`src/rtl/rf_wb_arbiter_if.sv`:
```
// Write-back request bundle (EXU, LSU) and register-file write port.
// master drives requests and observes the RF port; slave is the arbiter.
interface rf_wb_arbiter_if #(
  parameter int XLEN = 64,
  parameter int AW   = 5
);
  logic            exu_valid;
  logic            exu_ready;
  logic [AW-1:0]   exu_rd;
  logic [XLEN-1:0] exu_data;
  logic            lsu_valid;
  logic            lsu_ready;
  logic [AW-1:0]   lsu_rd;
  logic [XLEN-1:0] lsu_data;
  logic            rf_wen;
  logic [AW-1:0]   rf_waddr;
  logic [XLEN-1:0] rf_wdata;
  logic            init_done;

  modport master (
    output exu_valid, exu_rd, exu_data,
    output lsu_valid, lsu_rd, lsu_data,
    input  exu_ready, lsu_ready,
    input  rf_wen, rf_waddr, rf_wdata, init_done
  );

  modport slave (
    input  exu_valid, exu_rd, exu_data,
    input  lsu_valid, lsu_rd, lsu_data,
    output exu_ready, lsu_ready,
    output rf_wen, rf_waddr, rf_wdata, init_done
  );
endinterface

```
`src/rtl/rf_wb_arbiter.sv`:
```
// Owns the register-file write port: zero-fills x1..x(NREG-1) after reset, then
// round-robin arbitrates EXU/LSU write-backs; one registered write per cycle.
module rf_wb_arbiter #(
  parameter int XLEN = 64,
  parameter int AW   = 5,
  parameter int NREG = 32
) (
  input  logic               clk,
  input  logic               rst,
  rf_wb_arbiter_if.slave     wb
);

  typedef enum logic {S_INIT, S_RUN} state_e;

  localparam logic SRC_EXU = 1'b0;
  localparam logic SRC_LSU = 1'b1;

  state_e          state_q,    state_d;
  logic [AW-1:0]   cnt_q,      cnt_d;
  logic            rr_last_q,  rr_last_d;
  logic            rf_wen_q,   rf_wen_d;
  logic [AW-1:0]   rf_waddr_q, rf_waddr_d;
  logic [XLEN-1:0] rf_wdata_q, rf_wdata_d;
  logic            gnt_exu;
  logic            gnt_lsu;

  always_ff @(posedge clk or posedge rst) begin
    if (rst) begin
      state_q    <= S_INIT;
      cnt_q      <= AW'(1);
      rr_last_q  <= SRC_LSU;
      rf_wen_q   <= 1'b0;
      rf_waddr_q <= '0;
      rf_wdata_q <= '0;
    end else begin
      state_q    <= state_d;
      cnt_q      <= cnt_d;
      rr_last_q  <= rr_last_d;
      rf_wen_q   <= rf_wen_d;
      rf_waddr_q <= rf_waddr_d;
      rf_wdata_q <= rf_wdata_d;
    end
  end

  always_comb begin
    state_d    = state_q;
    cnt_d      = cnt_q;
    rr_last_d  = rr_last_q;
    rf_wen_d   = 1'b0;
    rf_waddr_d = rf_waddr_q;
    rf_wdata_d = rf_wdata_q;
    case (state_q)
      S_INIT: begin
        rf_wen_d   = 1'b1;
        rf_waddr_d = cnt_q;
        rf_wdata_d = '0;
        cnt_d      = cnt_q + AW'(1);
        if (cnt_q == AW'(NREG - 1)) begin
          state_d = S_RUN;
        end
      end
      S_RUN: begin
        // rd==0 is still consumed so the requester retires, but x0 is never written
        if (gnt_exu) begin
          rr_last_d  = SRC_EXU;
          rf_wen_d   = (wb.exu_rd != '0);
          rf_waddr_d = wb.exu_rd;
          rf_wdata_d = wb.exu_data;
        end else if (gnt_lsu) begin
          rr_last_d  = SRC_LSU;
          rf_wen_d   = (wb.lsu_rd != '0);
          rf_waddr_d = wb.lsu_rd;
          rf_wdata_d = wb.lsu_data;
        end
      end
      default: state_d = S_INIT;
    endcase
  end

  always_comb begin
    gnt_exu = 1'b0;
    gnt_lsu = 1'b0;
    if (state_q == S_RUN) begin
      gnt_exu = wb.exu_valid && (!wb.lsu_valid || (rr_last_q == SRC_LSU));
      gnt_lsu = wb.lsu_valid && (!wb.exu_valid || (rr_last_q == SRC_EXU));
    end
  end

  assign wb.exu_ready = gnt_exu;
  assign wb.lsu_ready = gnt_lsu;
  assign wb.rf_wen    = rf_wen_q;
  assign wb.rf_waddr  = rf_waddr_q;
  assign wb.rf_wdata  = rf_wdata_q;
  assign wb.init_done = (state_q == S_RUN);

endmodule

```
`src/flat_wrapper.sv`:
```
// flat-port wrapper written by rule: the top's interface ports become plain ports
module rf_wb_arbiter_flat 
#(
  parameter int XLEN = 64,
  parameter int AW   = 5,
  parameter int NREG = 32
)
  (clk, rst, wb_exu_valid, wb_exu_rd, wb_exu_data, wb_lsu_valid, wb_lsu_rd, wb_lsu_data, wb_exu_ready, wb_lsu_ready, wb_rf_wen, wb_rf_waddr, wb_rf_wdata, wb_init_done);
  rf_wb_arbiter_if #(.XLEN(XLEN), .AW(AW)) wb_i ();
  input  logic clk;
  input  logic rst;
  input wire logic [$bits(wb_i.exu_valid)-1:0] wb_exu_valid;
  input wire logic [$bits(wb_i.exu_rd)-1:0] wb_exu_rd;
  input wire logic [$bits(wb_i.exu_data)-1:0] wb_exu_data;
  input wire logic [$bits(wb_i.lsu_valid)-1:0] wb_lsu_valid;
  input wire logic [$bits(wb_i.lsu_rd)-1:0] wb_lsu_rd;
  input wire logic [$bits(wb_i.lsu_data)-1:0] wb_lsu_data;
  output wire logic [$bits(wb_i.exu_ready)-1:0] wb_exu_ready;
  output wire logic [$bits(wb_i.lsu_ready)-1:0] wb_lsu_ready;
  output wire logic [$bits(wb_i.rf_wen)-1:0] wb_rf_wen;
  output wire logic [$bits(wb_i.rf_waddr)-1:0] wb_rf_waddr;
  output wire logic [$bits(wb_i.rf_wdata)-1:0] wb_rf_wdata;
  output wire logic [$bits(wb_i.init_done)-1:0] wb_init_done;
  assign wb_i.exu_valid = wb_exu_valid;
  assign wb_i.exu_rd = wb_exu_rd;
  assign wb_i.exu_data = wb_exu_data;
  assign wb_i.lsu_valid = wb_lsu_valid;
  assign wb_i.lsu_rd = wb_lsu_rd;
  assign wb_i.lsu_data = wb_lsu_data;
  assign wb_exu_ready = wb_i.exu_ready;
  assign wb_lsu_ready = wb_i.lsu_ready;
  assign wb_rf_wen = wb_i.rf_wen;
  assign wb_rf_waddr = wb_i.rf_waddr;
  assign wb_rf_wdata = wb_i.rf_wdata;
  assign wb_init_done = wb_i.init_done;
  rf_wb_arbiter #(.XLEN(XLEN), .AW(AW), .NREG(NREG)) u_core (.clk(clk), .rst(rst), .wb(wb_i));
endmodule
```
`config.mk`:
```
export PLATFORM = sky130hd
export DESIGN_NAME = rf_wb_arbiter_flat
export DESIGN_NICKNAME = d
export VERILOG_FILES = /design/src/rtl/rf_wb_arbiter_if.sv /design/src/rtl/rf_wb_arbiter.sv /design/src/flat_wrapper.sv
export SDC_FILE = /design/constraint.sdc
export NUM_CORES = 1
export LEC_CHECK = 0
export CAP_MARGIN = 30
export CORE_AREA = 2 2 103 105
export DETAILED_ROUTE_END_ITERATION = 8
export DIE_AREA = 0 0 105 107
export PLACE_DENSITY = 0.88
export SLEW_MARGIN = 20
export SYNTH_ARGS = -nofsm -noshare
export SYNTH_HDL_FRONTEND = slang
export SYNTH_SLANG_ARGS = --single-unit
export TNS_END_PERCENT = 100
```
`constraint.sdc`:
```
create_clock -name clk -period 4.4 [get_ports clk]
set_input_delay 1.1 -clock clk [delete_from_list [all_inputs] [get_ports clk]]
set_output_delay 1.1 -clock clk [all_outputs]
set_load 0.02 [all_outputs]
```
==> metrics.txt, run 1 <==
# TYPE chip_impl_metric gauge
chip_impl_metric{name="antenna_found_initial",unit=""} 0
chip_impl_metric{name="switching_power",unit="mW"} 0.6271
chip_impl_metric{name="overall_track_demand_over_capacity_in_global_routing",unit=""} 0.2499
chip_impl_metric{name="worst-endpoint-arrival",unit="ns"} 2.69
chip_impl_metric{name="slew_headroom",unit=""} 0.4545
chip_impl_metric{name="grt_overflow",unit=""} 0
chip_impl_metric{name="die_x",unit="um"} 105
chip_impl_metric{name="yosys.cell_types.count",unit=""} 41
chip_impl_metric{name="grt_first_pass_wirelength",unit="mm"} 22.40
chip_impl_metric{name="post_cts_resized",unit=""} 0
chip_impl_info{name="status",value="finished clean"} 1
chip_impl_metric{name="cts-root-to-sink-buffers",unit=""} 2
chip_impl_metric{name="vdd_drop_max",unit="mV"} 0.1904
chip_impl_metric{name="route.vias.total",unit=""} 4276
chip_impl_metric{name="flow.area_growth_from_synthesis",unit="%"} 54.57
chip_impl_info{name="synth_top_family_by_area",value="compound AO/OA/AOI/OAI gates"} 1
chip_impl_info{name="worst_setup_path_start_kind",value="input pin"} 1
chip_impl_metric{name="power-per-cell-area",unit="nW/um^2"} 306.7
chip_impl_metric{name="clk_pin_slew_worst_paths",unit="ns"} 0.07
chip_impl_metric{name="synthArstFlopShare",unit=""} 1.000
chip_impl_metric{name="p_int",unit="mW"} 1.449
chip_impl_metric{name="wl_per_cell",unit="um"} 18.36
chip_impl_metric{name="floorplan.die_area",unit="sq um"} 11240
chip_impl_info{name="grt_setup_unrepaired",value="no"} 1
chip_impl_metric{name="power_switching_share",unit=""} 0.3020
chip_impl_metric{name="finalWirelength",unit="mm"} 13.99
chip_impl_metric{name="sequential_element_share_of_the_synthesized_area",unit=""} 0.4406
chip_impl_metric{name="ys_seq_elements",unit=""} 77
chip_impl_metric{name="worstMarginPinSlew",unit="ns"} 0.8182
chip_impl_metric{name="fraction_of_the_mapped_netlist_area_in_compound_gates",unit=""} 0.2574
chip_impl_metric{name="drt_drc_violations_left",unit=""} 0
chip_impl_metric{name="worst_ep_required_time",unit="ns"} 3.30
chip_impl_info{name="worst_r2r_startpoint",value="u_core.rr_last_q$_DFFE_PP1P_"} 1
chip_impl_metric{name="core_region_area",unit="sq um"} 10090
chip_impl_metric{name="gpl.final_weighted_congestion",unit=""} 0.9025
chip_impl_metric{name="fin_crit",unit="ns"} 3.788
chip_impl_metric{name="combinationalPowerShare",unit=""} 0.340
chip_impl_metric{name="share_clk_of_total_power",unit=""} 0.256
chip_impl_metric{name="drive_gt1_frac",unit=""} 0.1406
chip_impl_metric{name="post_cts_setup_buffer_count",unit=""} 0
chip_impl_metric{name="io-pin-count",unit=""} 215
chip_impl_metric{name="post_cts_hold_fix_bufs",unit=""} 0
chip_impl_info{name="slowest_stage",value="clkdlybuf4s50_1"} 1
chip_impl_info{name="worst_setup_startpoint",value="wb_exu_valid"} 1
chip_impl_info{name="hold_path.startpoint",value="u_core.wb.rf_wdata[15]$_DFFE_PP0P_"} 1
chip_impl_metric{name="antenna_nets_post_route",unit=""} 0
chip_impl_info{name="criticalPathCategory",value="input pin to output pin"} 1
chip_impl_metric{name="slew_viol_final",unit=""} 0
chip_impl_info{name="critPathMostFrequentCell",value="clkdlybuf4s50_1"} 1
chip_impl_metric{name="place.detailed.hpwl",unit="mm"} 9.647
chip_impl_info{name="postSynth.topFlopCell",value="dfrtp_1"} 1
chip_impl_metric{name="synth_simple_gate_area_share",unit=""} 0.2174
chip_impl_metric{name="leakage",unit="nW"} 2.730
chip_impl_metric{name="finClkSkew",unit="ns"} 0.01173
chip_impl_metric{name="max-cap-violations",unit=""} 0
chip_impl_metric{name="final-setup-viol-count",unit=""} 0
chip_impl_metric{name="count_of_flip_flops_with_a_built_in_enable_after_synthesis",unit=""} 0
chip_impl_metric{name="standard_cell_row_count",unit=""} 37
chip_impl_metric{name="post_synth_mux_area_share",unit=""} 0.01257
chip_impl_metric{name="fmaxAchievable",unit="MHz"} 264.0
chip_impl_metric{name="hold_viol_final",unit=""} 0
chip_impl_metric{name="synthesis.instances",unit=""} 433
chip_impl_info{name="crit_path_cell_trace",value="clkdlybuf4s50_1 -> buf_4 -> nand2_1 -> and3_1 -> clkdlybuf4s50_1"} 1
chip_impl_metric{name="mappedNetlistNets",unit=""} 577
chip_impl_info{name="end_kind",value="output pin"} 1
chip_impl_metric{name="yosysWarnings",unit=""} 0
chip_impl_info{name="layout.cells.most_common",value="clkdlybuf4s50_1"} 1
chip_impl_metric{name="synthAdderAreaFrac",unit=""} 0.005714
chip_impl_info{name="tritoncts",value="built"} 1
chip_impl_metric{name="grt_pass1_vias",unit=""} 4488
chip_impl_metric{name="synth_area",unit="sq um"} 4379
chip_impl_metric{name="seq_power_share",unit=""} 0.404
chip_impl_metric{name="final_nets",unit=""} 766
chip_impl_metric{name="worst-path-max-fanout",unit=""} 11
chip_impl_metric{name="number_of_buffers_created_by_cts",unit=""} 9
chip_impl_metric{name="period_share",unit=""} 0.8610
chip_impl_metric{name="cts-htree-levels",unit=""} 3
chip_impl_metric{name="slowest_delay",unit="ns"} 0.53
chip_impl_metric{name="via_per_inst",unit=""} 5.612
chip_impl_metric{name="floorplan.initialDensity",unit=""} 0.4339
chip_impl_metric{name="post_synth_xor_area_fraction",unit=""} 0.006000
chip_impl_metric{name="worst_skew_late_latency",unit="ns"} 0.34
chip_impl_metric{name="io_buffers",unit=""} 214
chip_impl_metric{name="fp.dieH",unit="um"} 107
chip_impl_metric{name="postLayoutCoreUtil",unit=""} 0.6707
chip_impl_metric{name="tns",unit="ns"} 0
chip_impl_metric{name="drt_pre_antenna_iters",unit=""} 4
chip_impl_metric{name="antenna-diode-count",unit=""} 0
chip_impl_info{name="final_cell_mix",value="214 x clkdlybuf4s50_1, 129 x nand2_1, 74 x dfrtp_1"} 1
chip_impl_metric{name="detail_route.iter0.violations",unit=""} 242
chip_impl_info{name="cts-root-buf",value="clkbuf_8"} 1
chip_impl_metric{name="pin_count_of_the_biggest_net_entering_global_routing",unit=""} 80
chip_impl_metric{name="clock_sink_count",unit=""} 77
chip_impl_metric{name="syn_area_per_cell",unit="sq um"} 10.11
chip_impl_info{name="hold_path.class",value="register to register"} 1
[cell type report]
class	instances	area, sq um
clock buffer	14	162.7
sequential	77	1931
clock inverter	1	30.03
inverter	2	8.758
multi-input combinational	306	2202
timing repair buffer	226	2265
tap	136	170.2
fill	778	3323
[metal layers]
layer | share of wire | vias up | GRT usage
met5 | 0 | - | 0
met4 | 0.039 | 0 | 0.1362
met3 | 0.052 | 39 | 0.04681
met2 | 0.51 | 182 | 0.4263
met1 | 0.40 | 2107 | 0.2988
li1 | - | 1948 | -
[flip-flops by register name, indices dropped and copies added (netlist names)]
signal / flops
u_core.wb.rf_wdata: 64
u_core.cnt_q: 5
u_core.wb.rf_waddr: 5
u_core.wb.rf_wen: 1
u_core.rr_last_q: 1
u_core.wb.init_done: 1
[power groups by stage]
stage,Combinational (mW),Clock (mW),Sequential [mW]
finish,0.706,0.531,0.840
global route,0.745,0.585,0.849
CTS,0.710,0.550,0.839
detailed placement,0.709,0,0.852
global placement,0.686,0,0.847
floorplan,0.256,0,0.947
[final timing paths]
| path | end | slack (ns) | depth (start not counted) |
|---|---|---|---|
| min | u_core.wb.rf_wdata[15]$_DFFE_PP0P_ | 0.49 | 2 |
| max | wb_lsu_ready | 0.61 | 5 |
| max in group asynchronous | u_core.rr_last_q$_DFFE_PP1P_ | 2.35 | 4 |
| max reg2reg | u_core.wb.rf_waddr[4]$_DFFE_PP0P_ | 2.52 | 4 |
| min reg2reg | u_core.wb.rf_wdata[15]$_DFFE_PP0P_ | 0.49 | 2 |
| min in group asynchronous | u_core.wb.rf_wdata[27]$_DFFE_PP0P_ | 1.13 | 2 |
[stage by stage]
stage,cell area (sq um),power [mW],hold WS (ns),std cells,setup WS [ns]
3_5_place_dp,6576,1.561,0.4768,747,0.6279
4_1_cts,6769,2.100,0.4948,762,0.6242
3_3_place_gp,6529,1.533,0.4722,745,0.6560
2_1_floorplan,4379,1.203,0.4602,433,1.337
6_report,6769,2.076,0.4927,762,0.6117
5_1_grt,6769,2.180,0.5203,762,0.5735
[cells in the mapped netlist (3+ instances only)]
cell type,instances,area share
buf_1,6,0.0051
nor2_1,4,0.0034
o311ai_2,40,0.15
clkbuf_1,18,0.015
dfrtp_1,75,0.43
nand3_1,67,0.077
buf_6,7,0.018
o311ai_1,5,0.010
xnor2_1,3,0.0060
o311ai_0,10,0.020
buf_2,14,0.016
nand2b_1,3,0.0043
mux2_2,4,0.010
a31oi_1,3,0.0043
o311ai_4,9,0.054
nand2_1,129,0.11
[cell families after synthesis]
logic type                 Yosys count
and+or+nand+nor                    217
DFF                                 77
xor gates and xnor gates             3
buffers and inverters               50
AOI/OAI and AO/OA                   79
muxes                                5
adders and majority gates            2
[worst max-delay path: cells and delay by family]
kind / cells / cell delay, ns
buffers and inverters: 3 / 1.20
and+or+nand+nor: 2 / 0.38
Power figures use the tool's default switching activity.
==> run 2, diff against run 1 <==
--- a/config.mk
+++ b/config.mk
@@ -6,10 +6,10 @@
 export NUM_CORES = 1
 export LEC_CHECK = 0
 export CAP_MARGIN = 30
-export CORE_AREA = 2 2 103 105
+export CORE_AREA = 2 2 85 128
 export DETAILED_ROUTE_END_ITERATION = 8
-export DIE_AREA = 0 0 105 107
-export PLACE_DENSITY = 0.88
+export DIE_AREA = 0 0 87 130
+export PLACE_DENSITY = 0.84
 export SLEW_MARGIN = 20
 export SYNTH_ARGS = -nofsm -noshare
 export SYNTH_HDL_FRONTEND = slang
==> metrics.txt, run 2 (same netlist as run 1, synthesis figures left out) <==
# TYPE chip_impl_metric gauge
chip_impl_metric{name="detailed_place.area",unit="sq um"} 6553
chip_impl_info{name="status",value="finished clean"} 1
chip_impl_metric{name="floorplan.initialDensity",unit=""} 0.4251
chip_impl_metric{name="power-per-cell-area",unit="nW/um^2"} 340.9
chip_impl_metric{name="grt_first_pass_wirelength",unit="mm"} 21.66
chip_impl_info{name="criticalPathCategory",value="input pin to output pin"} 1
chip_impl_metric{name="wl_per_cell",unit="um"} 18.90
chip_impl_metric{name="standard_cell_row_count",unit=""} 46
chip_impl_metric{name="place.detailed.hpwl",unit="mm"} 9.547
chip_impl_metric{name="slew_headroom",unit=""} 0.4973
chip_impl_info{name="cts-root-buf",value="clkbuf_16"} 1
chip_impl_metric{name="post_cts_hold_fix_bufs",unit=""} 0
chip_impl_metric{name="leakage",unit="nW"} 2.780
chip_impl_metric{name="core_region_area",unit="sq um"} 10300
chip_impl_metric{name="worst-path-max-fanout",unit=""} 11
chip_impl_metric{name="post-route-cell-area",unit="sq um"} 6872
chip_impl_metric{name="worst_skew_late_latency",unit="ns"} 0.33
chip_impl_metric{name="largest_register_ffs",unit=""} 64
chip_impl_info{name="worst_setup_path_start_kind",value="input pin"} 1
chip_impl_metric{name="cts-htree-levels",unit=""} 3
chip_impl_metric{name="number_of_buffers_created_by_cts",unit=""} 9
chip_impl_metric{name="cts-root-to-sink-buffers",unit=""} 2
chip_impl_metric{name="io_buffers",unit=""} 214
chip_impl_metric{name="slowest_delay",unit="ns"} 0.54
chip_impl_metric{name="postLayoutCoreUtil",unit=""} 0.6670
chip_impl_metric{name="fmaxAchievable",unit="MHz"} 262.0
chip_impl_metric{name="clk_pin_slew_worst_paths",unit="ns"} 0.06
chip_impl_metric{name="minimum_hold_slack",unit="ns"} 0.4906
chip_impl_metric{name="grt_overflow",unit=""} 0
chip_impl_info{name="end_kind",value="output pin"} 1
chip_impl_metric{name="antenna_found_initial",unit=""} 0
chip_impl_metric{name="worst_ep_required_time",unit="ns"} 3.30
chip_impl_info{name="layout.cells.most_common",value="clkdlybuf4s50_1"} 1
chip_impl_metric{name="floorplan.die_area",unit="sq um"} 11310
chip_impl_info{name="worst_r2r_endpoint",value="u_core.wb.rf_wdata[0]$_DFFE_PP0P_"} 1
chip_impl_metric{name="via_per_inst",unit=""} 5.769
chip_impl_metric{name="overall_track_demand_over_capacity_in_global_routing",unit=""} 0.2445
chip_impl_metric{name="vdd_drop_max",unit="mV"} 0.1882
chip_impl_info{name="final_cell_mix",value="214 x clkdlybuf4s50_1, 129 x nand2_1, 74 x dfrtp_1"} 1
chip_impl_metric{name="period_share",unit=""} 0.8673
chip_impl_metric{name="worstMarginPinSlew",unit="ns"} 0.7541
chip_impl_metric{name="antenna-diode-count",unit=""} 0
chip_impl_metric{name="clock_sink_count",unit=""} 77
chip_impl_info{name="grt_setup_unrepaired",value="no"} 1
chip_impl_info{name="hold_path.class",value="register to register"} 1
chip_impl_metric{name="slew_viol_final",unit=""} 0
chip_impl_metric{name="fin_crit",unit="ns"} 3.816
chip_impl_metric{name="drt_pre_antenna_iters",unit=""} 4
chip_impl_metric{name="gpl.final_weighted_congestion",unit=""} 0.8052
chip_impl_info{name="worst_r2r_startpoint",value="u_core.wb.init_done$_DFF_PP0_"} 1
chip_impl_metric{name="pin_count_of_the_biggest_net_entering_global_routing",unit=""} 70
chip_impl_info{name="critPathMostFrequentCell",value="clkdlybuf4s50_1"} 1
chip_impl_metric{name="hold_viol_final",unit=""} 0
chip_impl_info{name="slowest_stage",value="clkdlybuf4s50_1"} 1
chip_impl_metric{name="post_cts_setup_buffer_count",unit=""} 0
chip_impl_metric{name="finalWirelength",unit="mm"} 14.10
chip_impl_metric{name="die_x",unit="um"} 87
chip_impl_info{name="tritoncts",value="built"} 1
chip_impl_metric{name="tns",unit="ns"} 0
chip_impl_metric{name="timing.reg2reg.setup_slack",unit="ns"} 2.29
chip_impl_metric{name="fp.dieH",unit="um"} 130
chip_impl_metric{name="drive_gt1_frac",unit=""} 0.1422
chip_impl_metric{name="flow.area_growth_from_synthesis",unit="%"} 56.91
chip_impl_metric{name="detail_route.iter0.violations",unit=""} 145
chip_impl_metric{name="final-setup-viol-count",unit=""} 0
chip_impl_metric{name="max-cap-violations",unit=""} 0
chip_impl_metric{name="grt_pass1_vias",unit=""} 4359
chip_impl_metric{name="finClkSkew",unit="ns"} 0.009586
chip_impl_metric{name="worst-endpoint-arrival",unit="ns"} 2.72
chip_impl_metric{name="finalPower",unit="mW"} 2.343
chip_impl_metric{name="final_nets",unit=""} 765
chip_impl_metric{name="antenna_nets_post_route",unit=""} 0
chip_impl_metric{name="drt_drc_violations_left",unit=""} 0
chip_impl_info{name="crit_path_cell_trace",value="clkdlybuf4s50_1 -> buf_4 -> nand2_1 -> and3_1 -> clkdlybuf4s50_1"} 1
chip_impl_info{name="worst_setup_startpoint",value="wb_exu_valid"} 1
chip_impl_metric{name="r2r.worst_path.cells",unit=""} 5
chip_impl_metric{name="route.vias.total",unit=""} 4304
chip_impl_metric{name="io-pin-count",unit=""} 215
chip_impl_metric{name="post_cts_resized",unit=""} 0
chip_impl_info{name="critical_path.endpoint",value="wb_lsu_ready"} 1
-- run 2: cell count changes in the layout (fill, tap and decap cells not counted) --
cell,change
clkbuf_1,-1
clkbuf_16,+9
buf_4,-1
clkbuf_8,-10
clkinv_4,+1
bufinv_16,+1
clkinvlp_4,+1
-- run 2: routing by layer --
| layer | wire, um | up-vias | global-route usage |
|---|---|---|---|
| li1 | - | 1946 | - |
| met5 | 0 | - | 0 |
| met3 | 814 | 46 | 0.03795 |
| met1 | 5301 | 2116 | 0.2833 |
| met4 | 571 | 0 | 0.1360 |
| met2 | 7415 | 196 | 0.4252 |
-- run 2: power by group --
| part | switching, mW | internal (mW) | total [mW] |
|---|---|---|---|
| Combinational | 0.343 | 0.366 | 0.709 |
| Clock | 0.282 | 0.512 | 0.794 |
| Sequential | 0.0475 | 0.792 | 0.840 |
| Total | 0.673 | 1.67 | 2.34 |
-- run 2: per-stage QoR --
step                setup slack (ns)  instances
global route                  0.5206        746
detailed placement            0.6039        730
global placement              0.6648        729
finish                        0.5837        746
CTS                           0.6079        746
floorplan                      1.337        433
-- run 2: cell type report --
class                           count  area (sq um)
Timing Repair Buffer              225          2257
Inverter                            2         12.51
Multi-Input combinational cell    306          2202
Clock inverter                      4         72.57
Fill cell                         789          3431
Clock buffer                       12         246.5
Tap cell                          120         150.1
Sequential cell                    77          1931
-- run 2: worst min path at each step --
stage / startpoint / slack (ns) / cells past startpoint / end
global placement: u_core.wb.rf_wdata[27]$_DFFE_PP0P_ / 0.47 / 2 / u_core.wb.rf_wdata[27]$_DFFE_PP0P_
floorplan: u_core.cnt_q[3]$_DFFE_PP0N_ / 0.46 / 1 / u_core.cnt_q[3]$_DFFE_PP0N_
finish: u_core.wb.rf_wdata[28]$_DFFE_PP0P_ / 0.49 / 2 / u_core.wb.rf_wdata[28]$_DFFE_PP0P_
CTS: u_core.wb.rf_wdata[25]$_DFFE_PP0P_ / 0.49 / 2 / u_core.wb.rf_wdata[25]$_DFFE_PP0P_
detailed placement: u_core.wb.rf_wdata[25]$_DFFE_PP0P_ / 0.48 / 2 / u_core.wb.rf_wdata[25]$_DFFE_PP0P_
global route: u_core.wb.rf_wdata[21]$_DFFE_PP0P_ / 0.51 / 2 / u_core.wb.rf_wdata[21]$_DFFE_PP0P_
-- run 2: critical path, delay by kind of cell --
| kind | cells | cell delay [ns] |
|---|---|---|
| buffers and inverters | 3 | 1.21 |
| and+or+nand+nor | 2 | 0.40 |
